### config.mk
export PLATFORM = sky130hd
export DESIGN_NAME = eth_phy_rst_ctrl
export DESIGN_NICKNAME = d
export VERILOG_FILES = /design/src/rtl/eth_phy_rst_ctrl.sv
export SDC_FILE = /design/constraint.sdc
export NUM_CORES = 1
export LEC_CHECK = 0
export BUFFER_PORTS_ARGS = -buffer_cell sky130_fd_sc_hd__buf_2
export CAP_MARGIN = 20
export CORE_MARGIN = 4
export CORE_UTILIZATION = 50
export CTS_BUF_LIST = sky130_fd_sc_hd__clkbuf_2 sky130_fd_sc_hd__clkbuf_4 sky130_fd_sc_hd__clkbuf_8
export CTS_CLUSTER_SIZE = 20
export DETAILED_ROUTE_END_ITERATION = 6
export PLACE_DENSITY = 0.7
export SYNTH_ARGS = -nofsm -noshare
export SYNTH_HDL_FRONTEND = slang
export SYNTH_SLANG_ARGS = --single-unit
### constraint.sdc
create_clock -name clk -period 1.8 [get_ports clk]
set_input_delay 0.18 -clock clk [delete_from_list [all_inputs] [get_ports clk]]
set_output_delay 0.18 -clock clk [all_outputs]
set_load 0.1 [all_outputs]
### src/rtl/eth_phy_rst_ctrl.sv
// Ethernet PHY reset sequencer: timed reset pulse, post-release hold-off,
// ready indication, soft and link-loss watchdog re-resets.
module eth_phy_rst_ctrl #(
    parameter int ASSERT_CYCLES  = 1250000,
    parameter int RELEASE_CYCLES = 6250000,
    parameter int LINK_TO_CYCLES = 12500000,
    parameter int CNT_W          = 24
) (
    input  logic       clk,
    input  logic       rst,
    input  logic       soft_rst_req,
    input  logic       link_up,
    input  logic       link_to_en,
    output logic       phy_rst_n,
    output logic       phy_ready,
    output logic       busy,
    output logic [1:0] last_cause,
    output logic [7:0] rst_cnt
);

    localparam logic [1:0] ST_ASSERT  = 2'd0;
    localparam logic [1:0] ST_HOLDOFF = 2'd1;
    localparam logic [1:0] ST_READY   = 2'd2;

    localparam logic [1:0] CAUSE_POR  = 2'b00;
    localparam logic [1:0] CAUSE_SOFT = 2'b01;
    localparam logic [1:0] CAUSE_LINK = 2'b10;

    localparam logic [CNT_W-1:0] ASSERT_LAST  = CNT_W'(ASSERT_CYCLES - 1);
    localparam logic [CNT_W-1:0] RELEASE_LAST = CNT_W'(RELEASE_CYCLES - 1);
    localparam logic [CNT_W-1:0] LINK_LAST    = CNT_W'(LINK_TO_CYCLES - 1);

    logic [1:0]       state_q, state_d;
    logic [CNT_W-1:0] cnt_q, cnt_d;
    logic [CNT_W-1:0] lcnt_q, lcnt_d;
    logic [1:0]       cause_q, cause_d;
    logic [7:0]       rcnt_q, rcnt_d;
    logic             phy_rst_n_q, phy_rst_n_d;
    logic             phy_ready_q, phy_ready_d;
    logic             busy_q, busy_d;

    logic             wdog_hit;
    logic [7:0]       rcnt_inc;

    assign rcnt_inc = (rcnt_q == 8'hFF) ? rcnt_q : rcnt_q + 8'd1;
    assign wdog_hit = link_to_en && !link_up && (lcnt_q == LINK_LAST);

    always_comb begin
        state_d = state_q;
        cnt_d   = cnt_q;
        lcnt_d  = '0;
        cause_d = cause_q;
        rcnt_d  = rcnt_q;

        unique case (state_q)
            ST_ASSERT: begin
                // Requests during the pulse are dropped, not queued
                if (cnt_q == ASSERT_LAST) begin
                    state_d = ST_HOLDOFF;
                    cnt_d   = '0;
                end else begin
                    cnt_d = cnt_q + CNT_W'(1);
                end
            end
            ST_HOLDOFF: begin
                if (soft_rst_req) begin
                    state_d = ST_ASSERT;
                    cnt_d   = '0;
                    cause_d = CAUSE_SOFT;
                    rcnt_d  = rcnt_inc;
                end else if (cnt_q == RELEASE_LAST) begin
                    state_d = ST_READY;
                    cnt_d   = '0;
                end else begin
                    cnt_d = cnt_q + CNT_W'(1);
                end
            end
            ST_READY: begin
                if (link_to_en && !link_up) begin
                    lcnt_d = lcnt_q + CNT_W'(1);
                end
                // Soft request wins the cause when both fire together
                if (soft_rst_req || wdog_hit) begin
                    state_d = ST_ASSERT;
                    cnt_d   = '0;
                    lcnt_d  = '0;
                    cause_d = soft_rst_req ? CAUSE_SOFT : CAUSE_LINK;
                    rcnt_d  = rcnt_inc;
                end
            end
            default: begin
                state_d = ST_ASSERT;
                cnt_d   = '0;
            end
        endcase

        if (rst) begin
            state_d = ST_ASSERT;
            cnt_d   = '0;
            lcnt_d  = '0;
            cause_d = CAUSE_POR;
            rcnt_d  = '0;
        end
    end

    always_comb begin
        phy_rst_n_d = (state_d != ST_ASSERT);
        phy_ready_d = (state_d == ST_READY);
        busy_d      = (state_d != ST_READY);
    end

    always_ff @(posedge clk) begin
        state_q     <= state_d;
        cnt_q       <= cnt_d;
        lcnt_q      <= lcnt_d;
        cause_q     <= cause_d;
        rcnt_q      <= rcnt_d;
        phy_rst_n_q <= phy_rst_n_d;
        phy_ready_q <= phy_ready_d;
        busy_q      <= busy_d;
    end

    assign phy_rst_n  = phy_rst_n_q;
    assign phy_ready  = phy_ready_q;
    assign busy       = busy_q;
    assign last_cause = cause_q;
    assign rst_cnt    = rcnt_q;

endmodule
==> results_dict.tcl <==
set metrics [dict create \
    wire_per_inst_um 15.61 \
    hold_violations 0 \
    yosysWarningCount 0 \
    max_freq_mhz 519.6 \
    cts_sinks 63 \
    ys_ff_latch 63 \
    path_class "reg -> reg" \
    postRouteWirelength_mm 8.101 \
    final_nets 451 \
    post-route-period-util_pct 106.9 \
    routabilityCongestion 0.9002 \
    timing.rr.end "lcnt_q[18]$_SDFF_PP0_" \
    io_buffers 17 \
    cp.required_ns 2.08 \
    cts_max_level 3 \
    hold_path.class "in -> reg" \
    max_slew_margin_pct 67.26 \
    violations "negative setup slack" \
    status "finished, violations left" \
    p_clk_share_pct 46.0 \
    fin_skew_ns 0.009344 \
    die-area_mm2 0.007423 \
    first_global_vias 2690 \
    num-fill-cells 416 \
    final.min_clock_period_ns 1.924 \
    coreArea_mm2 0.005921 \
    synth_nets 363 \
    arrival_ns 2.20 \
    switchingPower_mw 0.5935 \
    die_h_um 86.16 \
    reg2reg_setup_slack_ns -0.12 \
    syn2layout_area_growth_pct 40.72 \
    seq_power_share_pct 50.7 \
    cts_buffers 9 \
    grt_usage_pct 20.93 \
    tightestPinTransition_ns 0.4946 \
    grt_pass1_wl_mm 12.07 \
    avgSynthCellArea_um2 8.701 \
    cap_violations 0 \
    setup_viol 54 \
    p_sw_share_pct 21.31 \
    max_stage_delay_ns 0.56 \
    ios 18 \
    ant_nets 0 \
    viasPerCell 5.578 \
    worstReg2RegStart "lcnt_q[1]$_SDFF_PP0_" \
    crit_path_start_kind "flop" \
    power-per-cell-area_mw_per_mm2 648.2 \
    placed_cell_area_mm2 0.003732 \
    setup_ws_ns -0.1244 \
    internal-power_mw 2.192 \
    worstRegToRegCells 8 \
    antenna_found_initial 0 \
    fin_area_mm2 0.004298 \
    clockBufferDepth 2 \
    end_kind "flop" \
    endpoint "lcnt_q[18]$_SDFF_PP0_" \
    cts-root-buf "clkbuf_8" \
    p_total_mw 2.786 \
    clock_latency_ns 0.35 \
    chipWidth_um 86.16 \
    final_common_cell "buf_4" \
    path_cells "ha_4 -> and4_4 -> nand4_4 -> o21bai_2 -> buf_6 -> or4b_4 -> clkbuf_16 -> a21oi_1" \
    p_leak_nw 1.691 \
    final_cell_mix "59 x buf_4, 48 x nor2_1, 43 x dfxtp_1" \
    vdd_drop_max_mv 0.5508 \
    final_util_pct 72.59 \
    critPathSlowestCell "or4b_4" \
    slew_viol_final 0 \
    combPwrFrac_pct 3.3 \
    rows 28 \
    syn_area_mm2 0.003054 \
    drtPass1Iterations 5 \
    post-place-ws_ns -0.1417 \
    synth.distinct_cells 50 \
    route.detailed.drc 0 \
    syn_inst 351 \
    cp-startpoint "lcnt_q[1]$_SDFF_PP0_" \
    num_vias 2895 \
    cts_tree "yes" \
    clk_pin_slew_worst_paths_ns 0.07 \
    rsz0062_at_grt "yes" \
    drive_gt1_share_pct 40.54 \
    overflow 0 \
    ys_seq_area_share_pct 41.29 \
    detailed_place_hpwl_mm 5.085 \
    diodes 0 \
    grt_max_degree 25 \
    initial_core_util_pct 51.58 \
    worstPathMaxFanout 6 \
    drtIter0Drc 280 \
]
-- layer usage --
metal  up-vias  part of all wire (%)  track usage, %
met2       111                    46           31.74
met5         -                     0               0
met1      1368                    46           27.57
met4         0                   1.9           10.79
met3        15                   6.0           4.995
li1       1401                     -               -
-- sequential cells by signal (all words and copies together), names as in the netlist --
name / count
cnt_q: 24
lcnt_q: 24
rst_cnt: 8
last_cause: 2
state_q: 2
busy: 1
phy_ready: 1
phy_rst_n: 1
-- layout make-up --
| cell class | count | area (um^2) | area share (%) |
|---|---|---|---|
| clock inverter | 3 | 42.54 | 0.9898 |
| clock buffer | 13 | 166.4 | 3.872 |
| tap | 75 | 93.84 | 2.183 |
| inverter | 11 | 43.79 | 1.019 |
| timing repair buffer | 87 | 714.4 | 16.62 |
| multi-input combinational | 267 | 1946 | 45.27 |
| sequential | 63 | 1291 | 30.04 |
-- cell families (layout without fill, tap and decap cells) --
logic type               after synthesis  after routing  share of synthesized area [%]
XOR/XNOR                              47             47                          13.48
AND/OR/NAND/NOR                      188            188                          33.80
flip-flops                            63             63                          41.29
buffers and inverters                 21            114                          3.154
AO/OA/AOI/OAI                         24             24                          5.081
multiplexers                           1              1                         0.3277
adder cells (fa/ha/maj)                7              7                          2.868
-- what timing repair did --
item | in CTS | in global routing
pin swaps | 5 | 9
setup buffers | 1 | 0
gates cloned | 0 | 6
hold buffers | 0 | 0
setup endpoints to repair | 58 | 61
gates resized for setup | 19 | 47
-- per-stage QoR --
stage                     TNS (ns)  instances  hold WS (ns)
after detailed placement    -5.343        496        0.4754
final                       -4.216        519        0.1912
after global placement      -3.389        496        0.4609
after CTS                   -3.024        513        0.1785
after global routing        -8.591        519        0.1903
after floorplan           -0.05988        351        0.3759
-- power by group through the flow --
stage          Clock [mW]  Combinational, mW  Sequential, mW
4_1_cts              1.30             0.0696            1.41
5_1_grt              1.39             0.0980            1.41
6_report             1.28             0.0928            1.41
2_1_floorplan           0             0.0354            1.44
3_3_place_gp            0             0.0630            1.44
3_5_place_dp            0             0.0650            1.44
-- cells in the mapped netlist, drive strengths merged --
cell,instances,share of area [%]
dfxtp,63,41
nor2,61,7.7
xor2,30,8.6
nand2,27,3.4
nand3,22,3.6
xnor2,17,4.9
nand4,15,3.3
and3,12,2.5
inv,9,1.1
nor4b,8,2.7
o21ai,8,1.3
ha,7,2.9
nor4,7,1.8
a21oi,6,0.98
and4,6,1.8
buf,6,1.3
nor3,6,1.1
or3,5,1.0
clkbuf,4,0.49
nand2b,4,0.82
or4,4,1.1
and2,3,0.61
nor4bb,3,0.98
a21o,2,0.53
a22o,2,0.57
clkinv,2,0.29
a2111o,1,0.37
a221oi,1,0.29
a22oi,1,0.25
a31oi,1,0.20
and4b,1,0.33
mux2i,1,0.33
nand3b,1,0.25
nor2b,1,0.20
nor3b,1,0.25
o21ba,1,0.33
o21bai,1,0.25
or4b,1,0.33
-- worst max-delay path: cells and delay by family, from the launching register on --
family / cells / cell delay [ns]
AO/OA/AOI/OAI: 2 / 0.19
flip-flops: 1 / 0.33
adder cells (fa/ha/maj): 1 / 0.15
buffers and inverters: 2 / 0.34
AND/OR/NAND/NOR: 3 / 0.85
-- worst min path at each step --
stage | start | end | slack [ns] | cells after the start
CTS | rst | rst_cnt[4]$_SDFFE_PP0P_ | 0.18 | 2
global route | rst | rst_cnt[6]$_SDFFE_PP0P_ | 0.19 | 2
global placement | last_cause[0]$_SDFFE_PP0P_ | last_cause[0]$_SDFFE_PP0P_ | 0.46 | 2
floorplan | rst | phy_ready$_DFF_P_ | 0.38 | 2
finish | rst | rst_cnt[4]$_SDFFE_PP0P_ | 0.19 | 2
detailed placement | last_cause[0]$_SDFFE_PP0P_ | last_cause[0]$_SDFFE_PP0P_ | 0.48 | 2
(Power assumes the default switching activity.)
